## config.mk

```make
export PLATFORM = sky130hd
export DESIGN_NAME = audio_mixer
export DESIGN_NICKNAME = d
export VERILOG_FILES = /design/src/rtl/audio_mixer_pkg.sv /design/src/rtl/audio_mixer.sv
export SDC_FILE = /design/constraint.sdc
export NUM_CORES = 1
export LEC_CHECK = 0
export ABC_AREA = 1
export CORE_MARGIN = 4
export CORE_UTILIZATION = 50
export CTS_BUF_LIST = sky130_fd_sc_hd__clkbuf_8
export DETAILED_ROUTE_END_ITERATION = 7
export PLACE_DENSITY = 0.78
export SYNTH_ARGS = -nofsm -noshare
export SYNTH_HDL_FRONTEND = slang
export SYNTH_SLANG_ARGS = --single-unit
```

## constraint.sdc

```tcl
create_clock -name clk -period 9.4 [get_ports clk]
set_clock_uncertainty 0.05 [all_clocks]
set_input_delay 1.88 -clock clk [delete_from_list [all_inputs] [get_ports clk]]
set_output_delay 1.88 -clock clk [all_outputs]
set_load 0.03 [all_outputs]
```

## src/rtl/audio_mixer_pkg.sv

```systemverilog
`default_nettype none
// ============================================================================
//  Module      : audio_mixer_pkg
//  Description : Shared audio definitions: mixer FSM states and sample width.
//  Revision    : 1.0 - initial release
// ============================================================================
package audio_mixer_pkg;

    // Sample width shared by the mixer output and the PWM data port
    localparam int unsigned c_audio_width = 12;

    typedef enum logic [1:0] {
        IDLE   = 2'd0,
        ACCUM  = 2'd1,
        OUTPUT = 2'd2
    } mix_state_t;

endpackage
`default_nettype wire

```

## src/rtl/audio_mixer.sv

```systemverilog
`default_nettype none
// ============================================================================
//  Module      : audio_mixer
//  Description : Sequential N-channel gain mixer with one shared multiplier,
//                shifted and saturated to the PWM sample width.
//  Revision    : 1.0 - initial release
// ============================================================================
module audio_mixer
    import audio_mixer_pkg::*;
#(
    parameter int unsigned NUM_CH     = 4,
    parameter int unsigned IN_WIDTH   = 4,
    parameter int unsigned GAIN_WIDTH = 4,
    parameter int unsigned WIDTH      = c_audio_width,
    parameter int unsigned SHIFT      = 2
) (
    input  logic                             clk,
    input  logic                             reset,
    input  logic                             sample_tick,
    input  logic [NUM_CH*IN_WIDTH-1:0]       ch_data,
    input  logic [NUM_CH*GAIN_WIDTH-1:0]     ch_gain,
    input  logic [NUM_CH-1:0]                ch_enable,
    output logic [WIDTH-1:0]                 data,
    output logic                             valid,
    output logic                             busy,
    output logic                             overrun
);

    localparam int unsigned c_idx_w   = (NUM_CH > 1) ? $clog2(NUM_CH) : 1;
    localparam int unsigned c_prod_w  = IN_WIDTH + GAIN_WIDTH;
    localparam int unsigned c_acc_w   = c_prod_w + $clog2(NUM_CH);
    localparam int unsigned c_shift_w = c_acc_w + SHIFT;
    localparam logic [c_idx_w-1:0] c_last_idx = c_idx_w'(NUM_CH - 1);

    mix_state_t                      r_state;
    logic [NUM_CH*IN_WIDTH-1:0]      r_amp_snap;
    logic [NUM_CH*GAIN_WIDTH-1:0]    r_gain_snap;
    logic [NUM_CH-1:0]               r_en_snap;
    logic [c_acc_w-1:0]              r_acc;
    logic [c_idx_w-1:0]              r_idx;
    logic [WIDTH-1:0]                r_data;
    logic                            r_valid;
    logic                            r_busy;
    logic                            r_overrun;

    logic [IN_WIDTH-1:0]             w_amp;
    logic [GAIN_WIDTH-1:0]           w_gain;
    logic                            w_en;
    logic [c_prod_w-1:0]             w_prod;
    logic [c_prod_w-1:0]             w_term;
    logic [c_shift_w-1:0]            w_shifted;
    logic [WIDTH-1:0]                w_sat;

    // Channel index steers the snapshot into the single shared multiplier
    always_comb begin
        w_amp  = '0;
        w_gain = '0;
        w_en   = 1'b0;
        for (int i = 0; i < int'(NUM_CH); i++) begin
            if (r_idx == c_idx_w'(i)) begin
                w_amp  = r_amp_snap[i*IN_WIDTH +: IN_WIDTH];
                w_gain = r_gain_snap[i*GAIN_WIDTH +: GAIN_WIDTH];
                w_en   = r_en_snap[i];
            end
        end
    end

    assign w_prod    = c_prod_w'(w_amp) * c_prod_w'(w_gain);
    assign w_term    = w_en ? w_prod : '0;
    assign w_shifted = c_shift_w'(r_acc) << SHIFT;

    generate
        if (c_shift_w > WIDTH) begin : g_sat
            assign w_sat = (|w_shifted[c_shift_w-1:WIDTH]) ? '1 : w_shifted[WIDTH-1:0];
        end else begin : g_nosat
            assign w_sat = WIDTH'(w_shifted);
        end
    endgenerate

    always_ff @(posedge clk) begin
        if (reset) begin
            r_state     <= IDLE;
            r_amp_snap  <= '0;
            r_gain_snap <= '0;
            r_en_snap   <= '0;
            r_acc       <= '0;
            r_idx       <= '0;
            r_data      <= '0;
            r_valid     <= 1'b0;
            r_busy      <= 1'b0;
            r_overrun   <= 1'b0;
        end else begin
            r_valid <= 1'b0;
            case (r_state)
                IDLE: begin
                    if (sample_tick) begin
                        r_amp_snap  <= ch_data;
                        r_gain_snap <= ch_gain;
                        r_en_snap   <= ch_enable;
                        r_acc       <= '0;
                        r_idx       <= '0;
                        r_busy      <= 1'b1;
                        r_state     <= ACCUM;
                    end
                end
                ACCUM: begin
                    if (sample_tick) r_overrun <= 1'b1;
                    r_acc <= r_acc + c_acc_w'(w_term);
                    if (r_idx == c_last_idx) begin
                        r_state <= OUTPUT;
                    end else begin
                        r_idx <= r_idx + 1'b1;
                    end
                end
                OUTPUT: begin
                    if (sample_tick) r_overrun <= 1'b1;
                    r_data  <= w_sat;
                    r_valid <= 1'b1;
                    r_busy  <= 1'b0;
                    r_state <= IDLE;
                end
                default: begin
                    r_busy  <= 1'b0;
                    r_state <= IDLE;
                end
            endcase
        end
    end

    assign data    = r_data;
    assign valid   = r_valid;
    assign busy    = r_busy;
    assign overrun = r_overrun;

endmodule
`default_nettype wire

```

==> results.json, run 1 <==
{
  "status": "finished, final reports clean",
  "tns_ns": 0,
  "dr.first_iter.drc_count": 191,
  "nNetsFinal": 625,
  "antenna_cells": 0,
  "yosys-top-cells-count": "nor2_1 (109), nand2_1 (83), dfxtp_1 (63)",
  "relSlewSlack_pct": 56.6,
  "crit_fanout": 12,
  "track_usage_pct": 20.6,
  "cts_setup_buffers": 0,
  "syn_area_per_cell_sq_um": 6.94,
  "wirelength_mm": 8.34,
  "dp_hpwl_mm": 6.40,
  "post_cts_resized": 0,
  "timing.fmax_mhz": 204,
  "fill_cells": 616,
  "core_sq_mm": 0.00683,
  "root_buffer": "clkbuf_8",
  "synth_edf_count": 0,
  "multi_input_area_sq_mm": 0.00197,
  "first_global_vias": 3202,
  "vias_per_cell": 5.17,
  "cts_buffers": 9,
  "grt_pass1_wl_mm": 14.1,
  "ant_nets": 0,
  "drive_above_1_share_pct": 5.19,
  "p_leak_nw": 1.98,
  "hold_viol": 0,
  "r2r_setup_slack_ns": 4.49,
  "cts_tree": "done",
  "first_pass_iters": 5,
  "yosys.area.top_type": "dfxtp_1",
  "fin_crit_sh_pct": 52.2,
  "die_w_microns": 92.3,
  "crit_path_end_kind": "register",
  "antenna_found_initial": 0,
  "stdcell_area_sq_mm": 0.00431,
  "synth_most_common_cell": "nor2_1",
  "clk_path_buf_depth": 2,
  "placed_area_sq_mm": 0.00408,
  "drv_cap": 0,
  "port_buffers": 51,
  "gp_congestion": 0.908,
  "setup_viol": 0,
  "syn_area_sq_mm": 0.00355,
  "period_minus_slack_ns": 4.91,
  "area_growth_pct": 21.3,
  "ir_drop_mv": 0.113,
  "worstPathRequired_ns": 9.60,
  "synth_warnings": 0,
  "io_pins": 54,
  "worstMarginPinSlew_ns": 0.648,
  "cts_sinks": 63,
  "drv_slew": 0,
  "die_y_microns": 92.3,
  "syn-instance-count": 512,
  "globalRouteOverflowTotal": 0,
  "async_flop_share_pct": 0,
  "worst-setup-path-type": "reg2reg",
  "seq_area_sq_mm": 0.00126,
  "cts-hold-fix-buffers": 0,
  "start_util_pct": 52.0,
  "cp-start-kind": "register",
  "ys.flop_type": "dfxtp_1",
  "rows": 30,
  "clk_pin_slew_ns": 0.08,
  "rsz0062_at_grt": "false",
  "drc": 0,
  "ys_ff_latch": 63,
  "synth_area_leaders": "dfxtp_1 (35%), nor2_1 (12%), ha_1 (9.5%)",
  "worstSkewPairLatency_ns": 0.35,
  "synth_top_area_share_pct": 35.5,
  "wl_per_cell_microns": 12.7,
  "min_path_type": "reg2reg",
  "grt_max_degree": 49,
  "cp.arrival_ns": 5.10,
  "synth-seq-area-share_pct": 35.5,
  "fp.dieArea_sq_mm": 0.00852,
  "htreeDepth": 3,
  "dr_total_vias": 3388,
  "power_density_mw_per_mm2": 156,
  "synthDistinctLibCells": 34
}
[report_power, final]
group	leakage (nW)	internal [W]	switching [W]	total, W
clock	0.117	0.000158	0.000116	0.000274
sequential	0.517	0.000282	0.00000970	0.000292
combinational	1.35	0.0000423	0.0000623	0.000105
[worst max-delay path, cell delays in order, from the launching register on]
cell and delay [ns]:
dfxtp_1 0.39, ha_1 0.42, inv_1 0.26, o21ai_0 0.13, o22ai_1 0.15, or2_1 0.28
fa_1 0.55, inv_1 0.06, fa_1 0.55, inv_1 0.06, fa_1 0.44, o21ai_0 0.23
xnor2_1 0.15, nor2_1 0.06, ha_1 0.35, nand2_1 0.12, nor2_1 0.17, nand3_1 0.10
nand3_1 0.11, nand3_1 0.07, nand2_1 0.06, nor2_1 0.03
[flip-flops by register name, summed over array words and instances, names as in the netlist]
| signal | count |
|---|---|
| busy | 1 |
| r_acc | 10 |
| r_state | 2 |
| r_amp_snap | 16 |
| r_gain_snap | 16 |
| r_idx | 2 |
| valid | 1 |
| overrun | 1 |
| r_en_snap | 4 |
| data | 10 |
[placed cells by master (no fill, tap or decap), drive strengths merged]
cell	n
a21boi	1
clkbuf	10
xnor2	1
fa	5
conb	2
nand3b	1
o22ai	1
o211ai	2
bufinv	2
a21oi	44
clkdlybuf4s50	51
nand4	1
o2bb2ai	1
ha	27
nand2	86
dfxtp	63
clkinv	2
o21ai	62
nand3	17
or2	3
o21a	1
nor3	2
inv	58
nor2	111
o31ai	3
xor2	2
[cells by family (layout without fill, tap and decap cells)]
kind of cell	Yosys count	in the layout	synth area share [%]
DFF	63	63	35.5
and+or+nand+nor	221	221	25.2
buffers and inverters	77	123	9.08
adders and majority gates	32	32	12.3
other	1	2	0.105
xor gates and xnor gates	3	3	0.739
AOI/OAI and AO/OA	115	115	17.1
[metal layers]
layer  global-route usage, %  vias up  part of all wire, %
met5                       0        -                    0
met4                    8.17        0                  2.0
met3                    5.77       17                  5.0
met2                    34.8       80                   48
met1                    24.6     1571                   45
li1                        -     1720                    -
[metrics by stage]
step / instances / total power, W / hold slack, ns / worst slack (ns) / utilization, %
4_1_cts: 655 / 0.000676 / 0.413 / 4.50 / 63.1
3_3_place_gp: 639 / 0.000399 / 0.403 / 4.76 / 59.7
5_1_grt: 655 / 0.000702 / 0.437 / 3.95 / 63.1
6_report: 655 / 0.000671 / 0.412 / 4.49 / 63.1
2_1_floorplan: 513 / 0.000367 / 0.374 / 5.02 / -
3_5_place_dp: 639 / 0.000402 / 0.402 / 4.51 / 59.7
[layout make-up]
class	instances	share of cell area, %
Inverter	56	4.99
Tap cell	96	2.79
Timing Repair Buffer	51	11.8
Sequential cell	63	29.3
Multi-Input combinational cell	373	45.8
Clock inverter	6	2.12
Clock buffer	10	3.19
[worst paths after layout]
kind                               from                          to  cells past startpoint
max               r_idx[1]$_SDFFE_PP0P_       r_acc[9]$_SDFFE_PP0P_                     21
min          r_amp_snap[2]$_SDFFE_PP0P_  r_amp_snap[2]$_SDFFE_PP0P_                      2
max reg2reg       r_idx[1]$_SDFFE_PP0P_       r_acc[9]$_SDFFE_PP0P_                     21
min reg2reg  r_amp_snap[2]$_SDFFE_PP0P_  r_amp_snap[2]$_SDFFE_PP0P_                      2
(Power assumes the default switching activity.)
==> run 2, diff against run 1 <==
==> constraint.sdc (replaced) <==
create_clock -name clk -period 4.81 [get_ports clk]
set_clock_uncertainty 0.05 [all_clocks]
set_input_delay 0.962 -clock clk [delete_from_list [all_inputs] [get_ports clk]]
set_output_delay 0.962 -clock clk [all_outputs]
set_load 0.03 [all_outputs]
==> run 2 against run 1 <==
  * Sequential power increased by 95%
  * Global-route usage grew 0.45 points
  * Flip-flop and latch count unchanged
  * Critical path type unchanged
==> results.json, run 2 (synthesized netlist as in run 1, its figures left out) <==
{
  "r2r_cells": 22,
  "cts_tree": "done",
  "ir_drop_mv": 0.236,
  "r2r-start": "r_idx[0]$_SDFFE_PP0P_",
  "grt_max_degree": 49,
  "port_buffers": 51,
  "hold_path_depth": 2,
  "layout_commonest_cell": "nor2_1",
  "die_w_microns": 92.3,
  "dr.first_iter.drc_count": 171,
  "drc": 0,
  "dp_hpwl_mm": 6.44,
  "p_leak_nw": 2.00,
  "htreeDepth": 3,
  "crit_chain": "inv_1, ha_1, nand2_4, o21ai_2, nand2_1, o2bb2ai_2, or2_1, fa_1, inv_1, fa_1, inv_1, fa_1, o21ai_2, xnor2_1, nor2_1, ha_1, nand2_1, nand2_1, a21boi_0, nand3_1, a21oi_1, nor2_1",
  "hp-start": "r_amp_snap[2]$_SDFFE_PP0P_",
  "grt_pass1_wl_mm": 14.6,
  "worstSkewPairLatency_ns": 0.34,
  "ant_nets": 0,
  "setup_viol": 0,
  "worstPathRequired_ns": 4.99,
  "clk_path_buf_depth": 2,
  "sequentialPowerShare_pct": 46.3,
  "hold_viol": 0,
  "io_pins": 54,
  "tns_ns": 0,
  "fill_cells": 609,
  "worst-setup-path-type": "reg2reg",
  "rr_endpoint": "r_acc[9]$_SDFFE_PP0P_",
  "antenna_found_initial": 0,
  "top_regs": "r_amp_snap: 16 flops, r_gain_snap: 16 flops",
  "worstMarginPinSlew_ns": 0.641,
  "p_comb_share_pct": 17.2,
  "fp.dieArea_sq_mm": 0.00852,
  "multi_input_area_sq_mm": 0.00202,
  "seq_area_sq_mm": 0.00126,
  "layout_common_cells": "nor2_1 (108), nand2_1 (82), dfxtp_1 (61), inv_1 (53), o21ai_0 (53)",
  "p_switching_w": 0.000344,
  "gp_congestion": 0.929,
  "clk_pin_slew_ns": 0.07,
  "wirelength_mm": 8.52,
  "core_sq_mm": 0.00683,
  "post-route-util_pct": 63.8,
  "use_met1_pct": 25.5,
  "power_density_mw_per_mm2": 282,
  "drv_cap": 0,
  "start_util_pct": 52.0,
  "status": "finished, final reports clean",
  "r2r_setup_slack_ns": 0.19,
  "area_growth_pct": 22.6,
  "root_buffer": "clkbuf_8",
  "nNetsFinal": 630,
  "gr-max-usage-layer": "met2",
  "cts_buffers": 9,
  "first_pass_iters": 5,
  "globalRouteOverflowTotal": 0,
  "track_usage_pct": 21.0,
  "min_to": "r_amp_snap[2]$_SDFFE_PP0P_",
  "period_minus_slack_ns": 4.62,
  "min_path_type": "reg2reg",
  "crit_fanout": 6,
  "wl_per_cell_microns": 12.9,
  "cp-start-kind": "register",
  "grt_util_met3_pct": 4.63,
  "timing.fmax_mhz": 217,
  "rows": 30,
  "cp_slowest_cell": "fa_1",
  "grtUsageMet2_pct": 36.5,
  "antenna_cells": 0,
  "p_int_w": 0.000886,
  "first_global_vias": 3346,
  "vias_per_cell": 5.12,
  "relSlewSlack_pct": 57.1,
  "p_clk_share_pct": 36.4,
  "fin_crit_sh_pct": 96.0,
  "swShare_pct": 28.0,
  "cp.arrival_ns": 4.80,
  "drv_slew": 0,
  "die_y_microns": 92.3,
  "drive_above_1_share_pct": 7.27,
  "dr_total_vias": 3380,
  "crit_path_max_incr_delay_ns": 0.56,
  "cts-hold-fix-buffers": 0,
  "crit_path_end_kind": "register",
  "cts_sinks": 63
}
## run 2: what timing repair did
item                                    CTS  global route
hold endpoints to repair                  0             0
endpoints found under the setup margin    1             6
resized for setup                         1            12
pin swaps                                 0             2
buffers inserted                          0             2
## run 2: layout make-up
class | count | share of cell area, %
clock buffer | 10 | 3.16
clock inverter | 6 | 1.23
inverter | 56 | 4.94
multi-input combinational | 373 | 46.3
sequential | 63 | 29.0
tap | 96 | 2.76
timing repair buffer | 56 | 12.6
## run 2: power groups by stage
stage          sequential [W]  clock [W]  combinational [W]
2_1_floorplan        0.000577          0           0.000140
3_3_place_gp         0.000580          0           0.000197
3_5_place_dp         0.000581          0           0.000204
4_1_cts              0.000569   0.000456           0.000206
5_1_grt              0.000573   0.000479           0.000240
6_report             0.000570   0.000448           0.000212
## run 2: metrics by stage
| stage | std cells | instance area (sq um) | setup WS [ns] | total power, W | hold slack, ns |
|---|---|---|---|---|---|
| floorplan | 513 | 3560 | 0.427 | 0.000717 | 0.374 |
| global placement | 642 | 4100 | 0.212 | 0.000776 | 0.396 |
| detailed placement | 642 | 4100 | 0.000301 | 0.000784 | 0.402 |
| CTS | 658 | 4300 | 0.115 | 0.00123 | 0.412 |
| global route | 660 | 4360 | -0.0175 | 0.00129 | 0.443 |
| finish | 660 | 4360 | 0.192 | 0.00123 | 0.411 |
## run 2: how the worst max path moves through the flow
stage / cells after the start / from / slack (ns) / endpoint
floorplan: 25 / r_idx[1]$_SDFFE_PP0P_ / 0.43 / r_acc[9]$_SDFFE_PP0P_
global placement: 24 / r_idx[1]$_SDFFE_PP0P_ / 0.21 / r_acc[9]$_SDFFE_PP0P_
detailed placement: 23 / r_idx[1]$_SDFFE_PP0P_ / 0.0003 / r_acc[9]$_SDFFE_PP0P_
CTS: 24 / r_idx[1]$_SDFFE_PP0P_ / 0.11 / r_acc[9]$_SDFFE_PP0P_
global route: 21 / r_idx[0]$_SDFFE_PP0P_ / -0.02 / r_acc[9]$_SDFFE_PP0P_
finish: 22 / r_idx[0]$_SDFFE_PP0P_ / 0.19 / r_acc[9]$_SDFFE_PP0P_
## run 2: critical path, delay by kind of cell, from the launching register on
family	cells	cell delay, ns
xor+xnor	1	0.13
simple gates	8	0.83
flops	1	0.35
fa+ha+maj	5	2.21
buf+inv	3	0.24
compound gates	5	0.72
## run 2: routing by layer
metal	wire length, microns	up-vias
met2	4180	72
li1	-	1731
met5	0	-
met3	399	15
met4	134	0
met1	3800	1562
==> run 3, diff against run 2 <==
--- a/config.mk
+++ b/config.mk
@@ -9,6 +9,7 @@
 export CORE_MARGIN = 4
 export CORE_UTILIZATION = 50
 export CTS_BUF_LIST = sky130_fd_sc_hd__clkbuf_8
+export CTS_CLUSTER_SIZE = 8
 export DETAILED_ROUTE_END_ITERATION = 7
 export PLACE_DENSITY = 0.78
 export SYNTH_ARGS = -nofsm -noshare
==> results of run 3 <==
No change in the layout: final DEF, timing and power equal those of run 2.
